`src/rtl/ifstage_prefetch_pkg.sv`:
```
// Shared fetch-stage definitions: word width, PC step, reset PC and the fetch FSM states.
package ifstage_prefetch_pkg;

    localparam int INSTR_W = 32;
    localparam int ENTRY_W = 2 * INSTR_W;

    localparam logic [INSTR_W-1:0] PC_INC           = 32'd4;
    localparam logic [INSTR_W-1:0] DEFAULT_RESET_PC = 32'h0000_0000;

    typedef enum logic [1:0] {
        ST_IDLE,
        ST_FETCH,
        ST_DROP
    } fetch_state_e;

    function automatic logic [INSTR_W-1:0] word_align(input logic [INSTR_W-1:0] addr);
        return {addr[INSTR_W-1:2], 2'b00};
    endfunction

endpackage

```
`src/rtl/ifstage_prefetch_if.sv`:
```
// Fetch-stage bus bundle: instruction-memory request/ack, decode handshake and redirect.
interface ifstage_prefetch_if;
    import ifstage_prefetch_pkg::*;

    logic               IMem_Req;
    logic [INSTR_W-1:0] IMem_Addr;
    logic               IMem_Ack;
    logic [INSTR_W-1:0] IMem_Data;
    logic [INSTR_W-1:0] Instr;
    logic [INSTR_W-1:0] Instr_PC;
    logic               Instr_Valid;
    logic               Instr_Ready;
    logic               Redirect;
    logic [INSTR_W-1:0] Redirect_Target;

    modport master (
        output IMem_Req, IMem_Addr, Instr, Instr_PC, Instr_Valid,
        input  IMem_Ack, IMem_Data, Instr_Ready, Redirect, Redirect_Target
    );

    modport slave (
        input  IMem_Req, IMem_Addr, Instr, Instr_PC, Instr_Valid,
        output IMem_Ack, IMem_Data, Instr_Ready, Redirect, Redirect_Target
    );

endinterface

```
`src/rtl/ifstage_prefetch_instr_fifo.sv`:
```
// DEPTH-entry FIFO of {PC, Instr} words with flush; push and pop may coincide even when full.
module instr_fifo
    import ifstage_prefetch_pkg::*;
#(
    parameter int DEPTH = 2
) (
    input  logic                       clk,
    input  logic                       srst,
    input  logic                       push,
    input  logic [ENTRY_W-1:0]         push_data,
    input  logic                       pop,
    input  logic                       flush,
    output logic [ENTRY_W-1:0]         head_data,
    output logic                       head_valid,
    output logic [$clog2(DEPTH+1)-1:0] count
);

    localparam int PTR_W = (DEPTH > 1) ? $clog2(DEPTH) : 1;
    localparam int CNT_W = $clog2(DEPTH + 1);

    logic [ENTRY_W-1:0] mem [DEPTH];
    logic [PTR_W-1:0]   rd_ptr_reg, rd_ptr_next;
    logic [PTR_W-1:0]   wr_ptr_reg, wr_ptr_next;
    logic [CNT_W-1:0]   count_reg, count_next;
    logic [ENTRY_W-1:0] head_reg, head_next;
    logic               valid_reg;
    logic               do_push, do_pop;

    // Pointers wrap explicitly so non-power-of-two depths work.
    function automatic logic [PTR_W-1:0] ptr_inc(input logic [PTR_W-1:0] p);
        return (p == PTR_W'(DEPTH - 1)) ? '0 : p + 1'b1;
    endfunction

    assign do_pop  = pop && (count_reg != '0) && !flush;
    assign do_push = push && !flush && ((count_reg != CNT_W'(DEPTH)) || do_pop);

    // The head is kept in its own register so the outputs never come from a read mux.
    always_comb begin
        rd_ptr_next = do_pop  ? ptr_inc(rd_ptr_reg) : rd_ptr_reg;
        wr_ptr_next = do_push ? ptr_inc(wr_ptr_reg) : wr_ptr_reg;
        count_next  = count_reg + CNT_W'(do_push) - CNT_W'(do_pop);
        head_next   = head_reg;
        if (!flush && (count_next != '0)) begin
            if ((count_reg == '0) || ((count_reg == CNT_W'(1)) && do_pop)) begin
                head_next = push_data;
            end else begin
                head_next = mem[rd_ptr_next];
            end
        end
    end

    always_ff @(posedge clk) begin
        if (do_push && !srst) begin
            mem[wr_ptr_reg] <= push_data;
        end
    end

    always_ff @(posedge clk) begin
        if (srst) begin
            rd_ptr_reg <= '0;
            wr_ptr_reg <= '0;
            count_reg  <= '0;
            head_reg   <= '0;
            valid_reg  <= 1'b0;
        end else if (flush) begin
            rd_ptr_reg <= '0;
            wr_ptr_reg <= '0;
            count_reg  <= '0;
            valid_reg  <= 1'b0;
        end else begin
            rd_ptr_reg <= rd_ptr_next;
            wr_ptr_reg <= wr_ptr_next;
            count_reg  <= count_next;
            head_reg   <= head_next;
            valid_reg  <= (count_next != '0);
        end
    end

    assign head_data  = head_reg;
    assign head_valid = valid_reg;
    assign count      = count_reg;

endmodule

```
`src/rtl/ifstage_prefetch.sv`:
```
// Instruction fetch stage: PC and fetch FSM driving instruction memory, feeding a small prefetch queue.
module ifstage_prefetch
    import ifstage_prefetch_pkg::*;
#(
    parameter int                 DEPTH    = 2,
    parameter logic [INSTR_W-1:0] RESET_PC = DEFAULT_RESET_PC
) (
    input  logic                 Clk,
    input  logic                 Reset,
    ifstage_prefetch_if.master   bus
);

    localparam int CNT_W = $clog2(DEPTH + 1);

    fetch_state_e       state_reg;
    logic [INSTR_W-1:0] pc_reg;
    logic [INSTR_W-1:0] addr_reg;
    logic               req_reg;
    logic [INSTR_W-1:0] pc_inc;
    logic               push;
    logic               pop;
    logic               room_next;
    logic [CNT_W-1:0]   fifo_count;
    logic [CNT_W:0]     count_next;
    logic [ENTRY_W-1:0] head_data;
    logic               head_valid;

    // In FETCH the PC is the outstanding address, so it tags the pushed word.
    assign push       = (state_reg == ST_FETCH) && bus.IMem_Ack && !bus.Redirect;
    assign pop        = head_valid && bus.Instr_Ready;
    assign count_next = (CNT_W+1)'(fifo_count) + (CNT_W+1)'(push) - (CNT_W+1)'(pop);
    assign room_next  = count_next < (CNT_W+1)'(DEPTH);
    assign pc_inc     = pc_reg + PC_INC;

    instr_fifo #(
        .DEPTH (DEPTH)
    ) u_fifo (
        .clk        (Clk),
        .srst       (Reset),
        .push       (push),
        .push_data  ({pc_reg, bus.IMem_Data}),
        .pop        (pop),
        .flush      (bus.Redirect),
        .head_data  (head_data),
        .head_valid (head_valid),
        .count      (fifo_count)
    );

    // A redirect leaves addr_reg alone so a request turned into DROP keeps its address.
    always_ff @(posedge Clk) begin
        if (Reset) begin
            state_reg <= ST_IDLE;
            pc_reg    <= RESET_PC;
            addr_reg  <= '0;
            req_reg   <= 1'b0;
        end else if (bus.Redirect) begin
            pc_reg <= word_align(bus.Redirect_Target);
            if (state_reg != ST_IDLE) begin
                if (bus.IMem_Ack) begin
                    state_reg <= ST_IDLE;
                    req_reg   <= 1'b0;
                end else begin
                    state_reg <= ST_DROP;
                end
            end
        end else begin
            case (state_reg)
                ST_IDLE: begin
                    if (room_next) begin
                        state_reg <= ST_FETCH;
                        req_reg   <= 1'b1;
                        addr_reg  <= pc_reg;
                    end
                end
                ST_FETCH: begin
                    if (bus.IMem_Ack) begin
                        pc_reg <= pc_inc;
                        if (room_next) begin
                            addr_reg <= pc_inc;
                        end else begin
                            state_reg <= ST_IDLE;
                            req_reg   <= 1'b0;
                        end
                    end
                end
                ST_DROP: begin
                    if (bus.IMem_Ack) begin
                        state_reg <= ST_IDLE;
                        req_reg   <= 1'b0;
                    end
                end
                default: begin
                    state_reg <= ST_IDLE;
                    req_reg   <= 1'b0;
                end
            endcase
        end
    end

    assign bus.IMem_Req    = req_reg;
    assign bus.IMem_Addr   = addr_reg;
    assign bus.Instr       = head_data[INSTR_W-1:0];
    assign bus.Instr_PC    = head_data[ENTRY_W-1:INSTR_W];
    assign bus.Instr_Valid = head_valid;

endmodule

```
`src/flat_wrapper.sv`:
```
// flat-port wrapper written by rule: the top's interface ports become plain ports
module ifstage_prefetch_flat import ifstage_prefetch_pkg::*;
#(
    parameter int                 DEPTH    = 2,
    parameter logic [INSTR_W-1:0] RESET_PC = DEFAULT_RESET_PC
)
  (Clk, Reset, bus_IMem_Req, bus_IMem_Addr, bus_Instr, bus_Instr_PC, bus_Instr_Valid, bus_IMem_Ack, bus_IMem_Data, bus_Instr_Ready, bus_Redirect, bus_Redirect_Target);
  ifstage_prefetch_if bus_i ();
  input  logic Clk;
  input  logic Reset;
  output wire logic [$bits(bus_i.IMem_Req)-1:0] bus_IMem_Req;
  output wire logic [$bits(bus_i.IMem_Addr)-1:0] bus_IMem_Addr;
  output wire logic [$bits(bus_i.Instr)-1:0] bus_Instr;
  output wire logic [$bits(bus_i.Instr_PC)-1:0] bus_Instr_PC;
  output wire logic [$bits(bus_i.Instr_Valid)-1:0] bus_Instr_Valid;
  input wire logic [$bits(bus_i.IMem_Ack)-1:0] bus_IMem_Ack;
  input wire logic [$bits(bus_i.IMem_Data)-1:0] bus_IMem_Data;
  input wire logic [$bits(bus_i.Instr_Ready)-1:0] bus_Instr_Ready;
  input wire logic [$bits(bus_i.Redirect)-1:0] bus_Redirect;
  input wire logic [$bits(bus_i.Redirect_Target)-1:0] bus_Redirect_Target;
  assign bus_IMem_Req = bus_i.IMem_Req;
  assign bus_IMem_Addr = bus_i.IMem_Addr;
  assign bus_Instr = bus_i.Instr;
  assign bus_Instr_PC = bus_i.Instr_PC;
  assign bus_Instr_Valid = bus_i.Instr_Valid;
  assign bus_i.IMem_Ack = bus_IMem_Ack;
  assign bus_i.IMem_Data = bus_IMem_Data;
  assign bus_i.Instr_Ready = bus_Instr_Ready;
  assign bus_i.Redirect = bus_Redirect;
  assign bus_i.Redirect_Target = bus_Redirect_Target;
  ifstage_prefetch #(.DEPTH(DEPTH), .RESET_PC(RESET_PC)) u_core (.Clk(Clk), .Reset(Reset), .bus(bus_i));
endmodule
```
`config.mk`:
```
export PLATFORM = sky130hd
export DESIGN_NAME = ifstage_prefetch_flat
export DESIGN_NICKNAME = d
export VERILOG_FILES = /design/src/rtl/ifstage_prefetch_pkg.sv /design/src/rtl/ifstage_prefetch_if.sv /design/src/rtl/ifstage_prefetch_instr_fifo.sv /design/src/rtl/ifstage_prefetch.sv /design/src/flat_wrapper.sv
export SDC_FILE = /design/constraint.sdc
export NUM_CORES = 1
export LEC_CHECK = 0
export CORE_ASPECT_RATIO = 1.2
export CORE_MARGIN = 1
export CORE_UTILIZATION = 30
export CTS_CLUSTER_DIAMETER = 150
export CTS_CLUSTER_SIZE = 14
export DETAILED_ROUTE_END_ITERATION = 8
export GPL_ROUTABILITY_DRIVEN = 0
export SYNTH_ARGS = -nofsm -noshare
export SYNTH_HDL_FRONTEND = slang
export SYNTH_SLANG_ARGS = --single-unit
export TNS_END_PERCENT = 30
```
`constraint.sdc`:
```
create_clock -name Clk -period 5.96 [get_ports Clk]
set_input_delay 1.788 -clock Clk [delete_from_list [all_inputs] [get_ports Clk]]
set_output_delay 1.788 -clock Clk [all_outputs]
set_load 0.1 [all_outputs]
```
==> metrics.yaml <==
hold_end: "u_core.u_fifo.head_data[63]$_SDFFE_PP0P_"
peakVddDrop_mv: 0.160
path_max_fanout: 61
synthToLayoutAreaGrowth_pct: 21.8
routed_wl_mm: 29.6
h-tree-depth: 1
p_int_mw: 2.72
placedInstanceArea_sq_um: 13400
clockBufferDepth: 3
yosysWarnings: 0
top_register: "u_core.u_fifo.mem"
timing.slew.headroom_pct: 25.6
grt_pass1_vias: 8201
maxClockFrequency_mhz: 215
synth.ff_latch_count: 254
ys_types: 55
largest_reg_flops: 124
switching_share_pct: 26.1
synth_edf_count: 124
place_hpwl_mm: 18.7
ys.flop_type: "dfxtp_1"
synth_top_area_share_pct: 32.4
cp.arrival_ns: 5.11
worstMarginPinSlew_ns: 1.11
place_inst: 1577
fin_skew_ns: 0.0136
postCtsHoldBufs: 0
r2r_setup_slack_ns: 2.79
final_cells: 1617
final_area_sq_um: 14000
syn_area_per_cell_sq_um: 11.3
design.die.area_sq_um: 39100
end_kind: "flip-flop"
p_total_mw: 3.68
period_needed_ns: 4.65
reg2reg_to: "u_core.bus.IMem_Addr[31]$_SDFFE_PP0P_"
yosys-top-cells-area: "edfxtp_1, dfxtp_1, mux2i_1"
start_util_pct: 30.4
antenna_found_initial: 0
cts.sinks: 254
whs_ns: 0.494
root_buffer: "clkbuf_16"
avgRoutedWirePerCell_um: 18.3
synth_cells: 1021
cts_setup_buffers: 0
setup_tns_ns: 0
r2r_start: "u_core.state_reg[0]$_SDFFE_PP0P_"
final_antenna_net_count: 0
synth-seq-area-share_pct: 55.0
start_kind: "input pin"
cts_tree: "done"
die_w_um: 181
cts_resized: 0
overflow: 0
rows: 78
vias: 8159
nets: 1194
syn_area_sq_um: 11500
setup.worst_path.class: "in -> reg"
synth_area_leader_cell: "edfxtp_1"
grt_usage_pct: 15.1
ios: 167
p_leak_nw: 4.89
rsz0062_at_grt: "false"
dieHeight_um: 216
maxCapViolCount: 0
grt_start_max_net_pins: 72
worstHoldPathCells: 2
utilization_pct: 37.1
status: "complete, no violations"
viasPerCell: 5.05
clockPowerShare_pct: 37.3
clkTransAtPathRegs_ns: 0.07
p_per_area_nw_per_um2: 263
drc: 0
core_sq_um: 37800
finalMaxSlewViolations: 0
hp-class: "reg -> reg"
cp.required_ns: 6.41
drive_gt1_share_pct: 10.5
worst_hold_startpoint: "u_core.u_fifo.head_data[63]$_SDFFE_PP0P_"
p_sw_mw: 0.959
first_pass_iters: 6
portBuffers: 160
hold_viol_final: 0
grt_pass1_wl_mm: 46.8
comb_power_share_pct: 10.6
fillCellCount: 3667
finalCritPeriodShare_pct: 78.1
drt_iter0_drc: 603
setup_ws_ns: 1.31
cts_buffers: 22
insertedDiodeCount: 0
clkLatencyLatePin_ns: 0.52
setup_violations: 0
dp_slack_ns: 0.835
async_flop_share_pct: 0
pwr-share-seq_pct: 52.1
reg2reg_depth: 11
## synth_stat cells (9+ instances only)
| cell type | instances |
|---|---|
| a211o_1 | 62 |
| a211oi_1 | 26 |
| a21oi_1 | 29 |
| buf_2 | 12 |
| buf_4 | 14 |
| buf_6 | 9 |
| clkbuf_1 | 66 |
| dfxtp_1 | 130 |
| edfxtp_1 | 124 |
| inv_1 | 12 |
| mux2i_1 | 66 |
| nand2_1 | 32 |
| nand3_1 | 17 |
| nand4_1 | 15 |
| nor2_1 | 112 |
| nor3_1 | 18 |
| o211ai_1 | 62 |
| o21ai_0 | 31 |
| o21ai_2 | 60 |
| or3_1 | 9 |
| xnor2_1 | 32 |
| xor2_1 | 22 |
## per-layer routing
| layer | wire [um] | GRT usage (%) | up-vias |
|---|---|---|---|
| met4 | 626 | 4.53 | 0 |
| met1 | 13700 | 19.8 | 3938 |
| met5 | 0 | 0 | - |
| met3 | 1410 | 2.57 | 39 |
| met2 | 13900 | 25.5 | 200 |
| li1 | - | - | 3982 |
## worst max path at each step
stage                       from                                     to  depth (start not counted)
global placement    bus_IMem_Ack  u_core.bus.IMem_Addr[31]$_SDFFE_PP0P_                         12
detailed placement  bus_IMem_Ack  u_core.bus.IMem_Addr[31]$_SDFFE_PP0P_                         12
CTS                 bus_IMem_Ack  u_core.bus.IMem_Addr[31]$_SDFFE_PP0P_                         12
global route        bus_IMem_Ack   u_core.bus.IMem_Addr[8]$_SDFFE_PP0P_                         11
finish              bus_IMem_Ack  u_core.bus.IMem_Addr[31]$_SDFFE_PP0P_                         12
floorplan           bus_Redirect      u_core.u_fifo.mem[0][0]$_DFFE_PP_                          5
## kinds of logic (layout without fill, tap and decap cells)
| family | after synthesis | in the layout | synth area share [%] |
|---|---|---|---|
| DFF | 254 | 254 | 55.0 |
| adders and majority gates | 4 | 4 | 0.501 |
| AOI/OAI and AO/OA | 290 | 290 | 19.1 |
| buffers and inverters | 115 | 228 | 4.94 |
| xor gates and xnor gates | 55 | 55 | 4.35 |
| and+or+nand+nor | 236 | 236 | 10.3 |
| other | 1 | 4 | 0.0326 |
| muxes | 66 | 66 | 5.75 |
## power by group through the flow
| stage | registers, mW | logic, mW | clock network (mW) |
|---|---|---|---|
| after global routing | 1.92 | 0.415 | 1.49 |
| after global placement | 1.95 | 0.388 | 0 |
| after CTS | 1.91 | 0.393 | 1.43 |
| final | 1.92 | 0.390 | 1.37 |
| after detailed placement | 1.95 | 0.390 | 0 |
| after floorplan | 2.05 | 0.164 | 0 |
## cell usage in the layout, fill, tap and decap left out, types with 3 or more instances in the layout
master and count:
nor4_1 3, and3_1 3, buf_4 15, clkdlybuf4s50_1 159
o21ai_2 60, or3_1 9, clkbuf_1 16, o21ai_0 31
nor2_1 111, nand3_1 17, nor3_1 18, mux2i_1 66
clkbuf_16 23, nor4_4 3, and4_1 4, edfxtp_1 124
ha_1 3, a211o_1 62, a211oi_1 26, a21oi_1 29
inv_1 11, a311oi_1 7, xnor2_1 32, conb_1 4
xor2_1 22, nor4_2 3, o211ai_1 62, nand4_1 15
nand2_1 32, dfxtp_1 130
## critical path, stage by stage
cell,delay [ns]
clkdlybuf4s50_1,0.72
and3b_1,0.47
nand2_1,0.10
ha_1,0.28
nor2_1,0.04
fa_1,0.38
xor2_1,0.26
and4_1,0.24
buf_4,0.44
nand3_1,0.12
o21ai_0,0.10
o2bb2ai_1,0.13
## layout make-up
cell class / count / area (sq um) / share of cell area (%)
tap: 480 / 601 / 4.29
multi-input combinational: 655 / 4640 / 33.1
clock buffer: 39 / 636 / 4.54
clock inverter: 1 / 16.3 / 0.116
timing repair buffer: 176 / 1740 / 12.5
sequential: 254 / 6330 / 45.2
inverter: 12 / 45.0 / 0.322
(Power assumes the default switching activity.)
